## src/rtl/vertex_xform_sequencer.sv

```systemverilog
// vertex_xform_sequencer
//   Multi-cycle vertex transform engine sitting between decode and the
//   rasterizer/frame stage. Owns the current 4x4 fixed-point transform
//   matrix M, a push/pop stack of {M, colour}, the colour register and the
//   primitive flag. One 16x16 signed MAC is time-shared between the
//   matrix multiply (M = M*T, 64 MAC cycles + 1 copy cycle) and the
//   vertex transform (6 MAC cycles).
//
// Ports
//   I_CLOCK, I_RESET_N          clock, asynchronous active-low reset
//   I_VALID / O_IN_READY        opcode input handshake
//   I_Opcode, I_VRegIn          opcode and operand (x=[31:16], y=[47:32])
//   I_FRAMESTALL                freezes acceptance, FSM and MAC
//   O_VALID / I_OUT_READY       output beat handshake
//   O_Opcode, O_VOut            opcode and transformed vertex of the beat
//   O_ColorOut                  current colour
//   O_STACK_ERR                 sticky push-overflow / pop-underflow flag
//
// Build option
//   VSEQ_SATURATE_EN : when defined, stored results saturate to
//   16'h7FFF / 16'h8000 instead of wrapping.

`ifndef OPCODE_WIDTH
`define OPCODE_WIDTH 8
`endif
`ifndef VREG_WIDTH
`define VREG_WIDTH 64
`endif
`ifndef OP_NOP
`define OP_NOP            8'd0
`define OP_LOADIDENTITY   8'd1
`define OP_BEGINPRIMITIVE 8'd2
`define OP_ENDPRIMITIVE   8'd3
`define OP_SETCOLOR       8'd4
`define OP_PUSHMATRIX     8'd5
`define OP_POPMATRIX      8'd6
`define OP_TRANSLATE      8'd7
`define OP_SCALE          8'd8
`define OP_ROTATE         8'd9
`define OP_SETVERTEX      8'd10
`endif

module vertex_xform_sequencer #(
    parameter int unsigned STACK_DEPTH = 4,
    parameter int unsigned FRAC_BITS   = 8
) (
    input  logic                     I_CLOCK,
    input  logic                     I_RESET_N,
    input  logic                     I_VALID,
    output logic                     O_IN_READY,
    input  logic [`OPCODE_WIDTH-1:0] I_Opcode,
    input  logic [`VREG_WIDTH-1:0]   I_VRegIn,
    input  logic                     I_FRAMESTALL,
    output logic                     O_VALID,
    input  logic                     I_OUT_READY,
    output logic [`OPCODE_WIDTH-1:0] O_Opcode,
    output logic [`VREG_WIDTH-1:0]   O_VOut,
    output logic [`VREG_WIDTH-1:0]   O_ColorOut,
    output logic                     O_STACK_ERR
);

    localparam int unsigned SPW = $clog2(STACK_DEPTH + 1);
    localparam int unsigned IW  = (STACK_DEPTH > 1) ? $clog2(STACK_DEPTH) : 1;
    localparam logic signed [15:0] ONE = 16'(1 << FRAC_BITS);

    typedef enum logic [1:0] {IDLE, MATMUL, XFORM, OUT} state_t;

    state_t state, state_next;

    // Matrices are stored row-major: element (r,c) lives at index {r,c}.
    logic signed [15:0] m       [16];
    logic signed [15:0] t       [16];
    logic signed [15:0] scratch [16];
    logic signed [15:0] stk_m   [2**IW][16];
    logic [`VREG_WIDTH-1:0] stk_c [2**IW];

    logic [SPW-1:0]           sp;
    logic [`VREG_WIDTH-1:0]   colour;
    logic                     prim;
    logic                     err;
    logic [`VREG_WIDTH-1:0]   vin;
    logic [6:0]               cnt;
    logic signed [31:0]       acc;
    logic signed [15:0]       xr;
    logic [`OPCODE_WIDTH-1:0] out_op;
    logic [`VREG_WIDTH-1:0]   out_v;

    logic               in_ready;
    logic               accept;
    logic               push_en;
    logic [IW-1:0]      push_idx;
    logic [IW-1:0]      pop_idx;
    logic [1:0]         mi, mj, mk;
    logic signed [15:0] a_op, b_op;
    logic               mac_clr;
    logic signed [31:0] prod;
    logic signed [31:0] acc_sum;
    logic signed [15:0] q;

    function automatic logic signed [15:0] ident_elem(input int unsigned n);
        return (n % 5 == 0) ? ONE : 16'sd0;
    endfunction

    // Window acc[FRAC_BITS+15:FRAC_BITS]; the arithmetic shift rounds toward -inf.
    function automatic logic signed [15:0] quantize(input logic signed [31:0] a);
        logic signed [31:0] sh;
        sh = a >>> FRAC_BITS;
`ifdef VSEQ_SATURATE_EN
        if (sh > 32'sd32767)  return 16'sh7FFF;
        if (sh < -32'sd32768) return 16'sh8000;
`endif
        return 16'(sh);
    endfunction

    assign in_ready   = I_RESET_N && (state == IDLE) && !O_VALID && !I_FRAMESTALL;
    assign accept     = I_VALID && in_ready;
    assign O_IN_READY = in_ready;
    assign O_VALID    = (state == OUT);
    assign O_Opcode   = out_op;
    assign O_VOut     = out_v;
    assign O_ColorOut = colour;
    assign O_STACK_ERR = err;

    assign push_en  = accept && (I_Opcode == `OP_PUSHMATRIX) && (sp != SPW'(STACK_DEPTH));
    assign push_idx = IW'(sp);
    assign pop_idx  = IW'(sp - 1'b1);

    // MATMUL walks cnt[5:0] as {i,j,k} with k innermost.
    assign mi = cnt[5:4];
    assign mj = cnt[3:2];
    assign mk = cnt[1:0];

    always_ff @(posedge I_CLOCK or negedge I_RESET_N) begin
        if (!I_RESET_N) state <= IDLE;
        else            state <= state_next;
    end

    always_comb begin
        state_next = state;
        case (state)
            IDLE: begin
                if (accept) begin
                    case (I_Opcode)
                        `OP_TRANSLATE, `OP_SCALE, `OP_ROTATE: state_next = MATMUL;
                        `OP_SETVERTEX: state_next = prim ? XFORM : IDLE;
                        default:       state_next = OUT;
                    endcase
                end
            end
            MATMUL: if (!I_FRAMESTALL && cnt == 7'd64) state_next = OUT;
            XFORM:  if (!I_FRAMESTALL && cnt == 7'd5)  state_next = OUT;
            OUT:    if (I_OUT_READY)                   state_next = IDLE;
            default: state_next = IDLE;
        endcase
    end

    // Shared MAC operand selection.
    always_comb begin
        a_op    = 16'sd0;
        b_op    = 16'sd0;
        mac_clr = 1'b0;
        case (state)
            MATMUL: begin
                a_op    = m[{mi, mk}];
                b_op    = t[{mk, mj}];
                mac_clr = (mk == 2'd0);
            end
            XFORM: begin
                case (cnt[2:0])
                    3'd0: begin a_op = m[0]; b_op = $signed(vin[31:16]); mac_clr = 1'b1; end
                    3'd1: begin a_op = m[1]; b_op = $signed(vin[47:32]); end
                    3'd2: begin a_op = m[3]; b_op = ONE; end
                    3'd3: begin a_op = m[4]; b_op = $signed(vin[31:16]); mac_clr = 1'b1; end
                    3'd4: begin a_op = m[5]; b_op = $signed(vin[47:32]); end
                    3'd5: begin a_op = m[7]; b_op = ONE; end
                    default: ;
                endcase
            end
            default: ;
        endcase
    end

    assign prod    = a_op * b_op;
    assign acc_sum = (mac_clr ? 32'sd0 : acc) + prod;
    assign q       = quantize(acc_sum);

    // Stack storage needs no reset: entries are only read below sp.
    always_ff @(posedge I_CLOCK) begin
        if (push_en) begin
            for (int unsigned n = 0; n < 16; n++) stk_m[push_idx][4'(n)] <= m[4'(n)];
            stk_c[push_idx] <= colour;
        end
    end

    always_ff @(posedge I_CLOCK or negedge I_RESET_N) begin
        if (!I_RESET_N) begin
            for (int unsigned n = 0; n < 16; n++) begin
                m[4'(n)]       <= ident_elem(n);
                t[4'(n)]       <= ident_elem(n);
                scratch[4'(n)] <= 16'sd0;
            end
            sp     <= '0;
            colour <= '0;
            prim   <= 1'b0;
            err    <= 1'b0;
            vin    <= '0;
            cnt    <= '0;
            acc    <= '0;
            xr     <= '0;
            out_op <= '0;
            out_v  <= '0;
        end else begin
            case (state)
                IDLE: begin
                    if (accept) begin
                        cnt <= '0;
                        if (!(I_Opcode == `OP_SETVERTEX && !prim)) out_op <= I_Opcode;
                        case (I_Opcode)
                            `OP_LOADIDENTITY: begin
                                for (int unsigned n = 0; n < 16; n++) m[4'(n)] <= ident_elem(n);
                                colour <= '0;
                            end
                            `OP_BEGINPRIMITIVE: prim   <= 1'b1;
                            `OP_ENDPRIMITIVE:   prim   <= 1'b0;
                            `OP_SETCOLOR:       colour <= I_VRegIn;
                            `OP_PUSHMATRIX: begin
                                if (sp == SPW'(STACK_DEPTH)) err <= 1'b1;
                                else                          sp  <= sp + 1'b1;
                            end
                            `OP_POPMATRIX: begin
                                if (sp == '0) begin
                                    err <= 1'b1;
                                end else begin
                                    sp <= sp - 1'b1;
                                    for (int unsigned n = 0; n < 16; n++)
                                        m[4'(n)] <= stk_m[pop_idx][4'(n)];
                                    colour <= stk_c[pop_idx];
                                end
                            end
                            `OP_TRANSLATE: begin
                                for (int unsigned n = 0; n < 16; n++) t[4'(n)] <= ident_elem(n);
                                t[3] <= $signed(I_VRegIn[31:16]);
                                t[7] <= $signed(I_VRegIn[47:32]);
                            end
                            `OP_SCALE: begin
                                for (int unsigned n = 0; n < 16; n++) t[4'(n)] <= ident_elem(n);
                                t[0] <= $signed(I_VRegIn[31:16]);
                                t[5] <= $signed(I_VRegIn[47:32]);
                            end
                            `OP_ROTATE: begin
                                for (int unsigned n = 0; n < 16; n++) t[4'(n)] <= ident_elem(n);
                                t[0] <= $signed(I_VRegIn[31:16]);
                                t[5] <= $signed(I_VRegIn[31:16]);
                                t[1] <= -$signed(I_VRegIn[47:32]);
                                t[4] <= $signed(I_VRegIn[47:32]);
                            end
                            `OP_SETVERTEX: vin <= I_VRegIn;
                            default: ;
                        endcase
                    end
                end
                MATMUL: begin
                    if (!I_FRAMESTALL) begin
                        if (cnt == 7'd64) begin
                            // M is only overwritten here, so an abort leaves it intact.
                            for (int unsigned n = 0; n < 16; n++) m[4'(n)] <= scratch[4'(n)];
                        end else begin
                            acc <= acc_sum;
                            if (mk == 2'd3) scratch[{mi, mj}] <= q;
                            cnt <= cnt + 7'd1;
                        end
                    end
                end
                XFORM: begin
                    if (!I_FRAMESTALL) begin
                        acc <= acc_sum;
                        cnt <= cnt + 7'd1;
                        if (cnt == 7'd2) xr <= q;
                        if (cnt == 7'd5) out_v <= {vin[63:48], q, xr, vin[15:0]};
                    end
                end
                default: ;
            endcase
        end
    end

endmodule

```

## config.mk

```make
export PLATFORM = sky130hd
export DESIGN_NAME = vertex_xform_sequencer
export DESIGN_NICKNAME = d
export VERILOG_FILES = /design/src/rtl/vertex_xform_sequencer.sv
export SDC_FILE = /design/constraint.sdc
export NUM_CORES = 2
export LEC_CHECK = 0
export CAP_MARGIN = 5
export CORE_ASPECT_RATIO = 1.2
export CORE_MARGIN = 2
export CORE_UTILIZATION = 47
export CTS_BUF_LIST = sky130_fd_sc_hd__clkbuf_16
export CTS_CLUSTER_SIZE = 12
export DETAILED_ROUTE_END_ITERATION = 8
export DONT_BUFFER_PORTS = 1
export GPL_TIMING_DRIVEN = 0
export SETUP_SLACK_MARGIN = 0.15
export SYNTH_ARGS = -nofsm -noshare
export SYNTH_HDL_FRONTEND = slang
export SYNTH_SLANG_ARGS = --single-unit
```

## constraint.sdc

```tcl
create_clock -name I_CLOCK -period 18.6 [get_ports I_CLOCK]
set_input_delay 1.86 -clock I_CLOCK [delete_from_list [all_inputs] [get_ports I_CLOCK]]
set_output_delay 1.86 -clock I_CLOCK [all_outputs]
set_load 0.05 [all_outputs]
```

==> metrics.log <==
[metrics] RSZ-0062 raised after global routing: false
[metrics] cell depth of the worst min-delay path: 2
[metrics] Core Util, Final: 52.6%
[metrics] final worst slack: 4170 ps
[metrics] Tmin final: 14430 ps
[metrics] Min-Delay Startpoint: t[140]
[metrics] capture endpoint of the worst hold path: t[140]
[metrics] drt total wl: 294000 µm
[metrics] vias in the first global route: 59800
[metrics] aggregate global routing overflow: 0
[metrics] Chip Height: 495 µm
[metrics] aggregate global-route resource usage: 29.0%
[metrics] Synth Flop Type: sky130_fd_sc_hd__edfxtp_1
[metrics] number of H-tree levels: 4
[metrics] vias per std cell: 6.03
[metrics] setup repair bufs after CTS: 0
[metrics] insertion delay to the later sink of the worst-skew pair: 890 ps
[metrics] count of yosys warnings during synthesis: 0
[metrics] final weighted congestion of routability-driven global placement: 0.937
[metrics] Tightest Pin Transition: 1450 ps
[metrics] synthesized area per cell: 14.0 µm²
[metrics] fraction of synthesized area in multiplexers: 12.8%
[metrics] power density relative to cell area: 133 nW/µm²
[metrics] critical register-to-register path startpoint: cnt[1]
[metrics] final critical-path share of the clock period: 77.6%
[metrics] switching power summed over all nets: 5270 µW
[metrics] internal portion of total power: 8700 µW
[metrics] detailed-route wire length on metal 1: 108000 µm
[metrics] antenna violation net count after detailed routing: 0
[metrics] sequential cell fraction of total power: 46.0%
[metrics] overall die area: 204000 µm²
[metrics] share of power burned in the clock network: 27.7%
[metrics] share of synthesized registers carrying an async set or reset: 40.2%
[metrics] IO Port Bufs: 0
[metrics] number of clock sinks: 2141
[metrics] IO Count: 216
[metrics] number of buffer and inverter stages on the critical path: 12
[metrics] Crit path arrival time: 15140 ps
[metrics] dominant cells by area after synthesis: sky130_fd_sc_hd__edfxtp_1 41%, sky130_fd_sc_hd__dfrtp_1 23%, sky130_fd_sc_hd__mux4_2 9.4%
[metrics] Pre-Repair DR Iteration Count: 7
[metrics] hold violation count in the final report: 0
[metrics] R2R cell count: 31
[metrics] die width: 413 µm
[metrics] slowest CP cell: sky130_fd_sc_hd__clkbuf_1
[metrics] most common cell in the synthesized netlist: sky130_fd_sc_hd__edfxtp_1
[metrics] tightest slew margin relative to the limit: 3.39%
[metrics] EDFF count, synth: 1280
[metrics] number of max-slew violations in the final report: 0
[metrics] data required time at the worst endpoint: 19300 ps
[metrics] maximum fanout encountered on the critical timing path: 10
[metrics] floorplan core area: 200000 µm²
[metrics] post-synthesis share of cell area spent on full adders, half adders and majority gates: 5.72%
[metrics] total length of routed met3 wires: 24100 µm
[metrics] synthesized instance count: 6716
[metrics] Top delay family on crit path: buffers and inverters
[metrics] Resize count post-CTS: 0
[metrics] cell types with the highest counts after synthesis: 1280 x sky130_fd_sc_hd__edfxtp_1, 855 x sky130_fd_sc_hd__dfrtp_1, 753 x sky130_fd_sc_hd__nand2_1
[metrics] reg-to-reg critical path endpoint: scratch[187]
[metrics] run status: finished clean
[metrics] peak clock frequency supported by timing: 69.3 MHz
[metrics] simple logic cell fraction of the synthesized area: 6.91%
[metrics] detail-routed net length per standard cell: 30.0 µm
[metrics] Maximum Capacitance Violations: 0
[metrics] total power after layout: 14000 µW
[metrics] peak supply drop: 0.000151 V
[metrics] TritonCTS clock tree: yes
[metrics] Final HPWL DP: 205000 µm
[metrics] # setup viols final: 0
[metrics] type of the most critical hold path: flop to flop
[metrics] final net count: 7366
[metrics] dominant cell type by count on the critical path: sky130_fd_sc_hd__fa_1
[metrics] largest family of logic cells by synthesized area: multiplexers
[metrics] Cell Area, Placed: 98900 µm²
[metrics] minimum hold slack: 468 ps
[metrics] fraction of layout instances using a drive strength above 1: 14.4%
[metrics] setup slack after placement: 4370 ps
[metrics] initial standard-cell utilization of the core: 47.1%
[metrics] crit end category: flop
[metrics] Sw Ratio: 37.7%
[metrics] number of clock buffers inserted by TritonCTS: 207
[metrics] cell type contributing the most total cell area after synthesis: sky130_fd_sc_hd__edfxtp_1
[metrics] number of hold-repair buffers added at the cts stage: 0
[metrics] post-synthesis xor/xnor area fraction: 0.564%
[metrics] number of DRC markers after the initial detailed-route iteration: 6458
[metrics] CTS max path bufs: 3
[metrics] clock edge transition at the registers on the reported setup and hold paths: 60 ps
[metrics] compound-cell area share of the yosys netlist: 7.28%
[metrics] Post-route DRC: 0
[metrics] Post-Layout Inst Area: 105000 µm²
[metrics] part of the Yosys area used for sequential elements: 63.6%
[metrics] portion of synthesized cell area occupied by the leading cell type: 40.8%
[metrics] growth of design area from synthesis to finish: 11.7%
[metrics] Worst Path Class, Setup: flop to flop
[metrics] Worst Clk Skew: 52.7 ps
[metrics] nature of the critical path startpoint: flop
[metrics] setup slack of the most critical reg-to-reg path: 4170 ps
[metrics] share of power burned in combinational logic: 26.3%
[metrics] largest incremental delay on the critical path: 1000 ps
[metrics] syn nets: 7099
[metrics] Netlist Area Pre-Place: 94300 µm²
[metrics] total number of vias: 59200
[metrics] maximum number of pins on one net before global-route repair: 863
[metrics] Cell Rows: 180
[metrics] number of storage elements in the synthesis netlist: 2141
[metrics] amount of wire on met2 after detailed routing: 145000 µm
[metrics] Unique masters post-synth: 88
[metrics] initial antenna violation count: 21
[metrics] cell at the root of the clock tree: sky130_fd_sc_hd__clkbuf_16
[metrics] highest routed metal layer: met5
[metrics] global-route wire length before repair: 425000 µm
[metrics] static leakage power: 0.0396 µW
## sequential cells by signal, indices dropped and copies added, names as in the netlist, 2 cells and up
name and cells:
cnt 7, xr 16, m 256, state 2, O_VOut 64, scratch 256, acc 24, vin 64
sp 3, O_ColorOut 64, stk_c 256, t 95, stk_m 1024, O_Opcode 8
## layout make-up
class	count	area, µm²
clock buffer	210	5260
buffer	424	1720
tap	2639	3300
fill	16800	94700
sequential	2141	60000
multi-input combinational	3829	31600
timing repair buffer	58	1300
clock inverter	178	897
inverter	322	1210
antenna	5	12.5
## per-layer routing
layer	GRT usage, %	vias up
li1	-	24800
met1	36.1	30900
met2	48.2	2733
met3	6.29	659
met4	14.5	10
met5	0	-
## through the flow
step | instances | TNS, ps
finish | 9806 | 0
global route | 9802 | 0
CTS | 9793 | 0
detailed placement | 9405 | 0
global placement | 9355 | -3175560
floorplan | 6716 | 0
## placed cells by master, fill, tap and decap left out, drive strengths merged, types with 209 or more instances in the layout
cell	instances
nand2	754
inv	461
a21oi	565
fa	209
mux4	393
o21ai	362
edfxtp	1280
mux2	251
dfrtp	855
clkbuf	537
nor2	645
## power by group through the flow
| stage | clock (µW) | sequential [µW] | combinational [µW] |
|---|---|---|---|
| 6_report | 3870 | 6420 | 3680 |
| 4_1_cts | 3910 | 6400 | 3560 |
| 3_3_place_gp | 0 | 6450 | 3300 |
| 2_1_floorplan | 0 | 6040 | 1750 |
| 3_5_place_dp | 0 | 6500 | 3540 |
| 5_1_grt | 4090 | 6440 | 3800 |
## kinds of logic after synthesis
kind of cell,after synthesis
muxes,683
buffers and inverters,746
and+or+nand+nor,1604
adders and majority gates,306
DFF,2141
xor gates and xnor gates,52
AOI/OAI and AO/OA,1184
## worst reg2reg max path: cells and delay by family, from the launching register on
kind / cells / cell delay [ps]
buffers and inverters: 12 / 4980
AOI/OAI and AO/OA: 8 / 3480
adders and majority gates: 7 / 3200
muxes: 2 / 1060
xor gates and xnor gates: 1 / 870
DFF: 1 / 530
and+or+nand+nor: 1 / 170
## worst max path at each step
| stage | cells after the start | to | from |
|---|---|---|---|
| detailed placement | 31 | scratch[187] | cnt[1] |
| finish | 31 | scratch[187] | cnt[1] |
| CTS | 31 | scratch[171] | cnt[1] |
| global placement | 4 | stk_m[0][172] | I_RESET_N |
| global route | 31 | scratch[171] | cnt[1] |
| floorplan | 4 | stk_c[1][0] | I_RESET_N |
(Power assumes the default switching activity.)
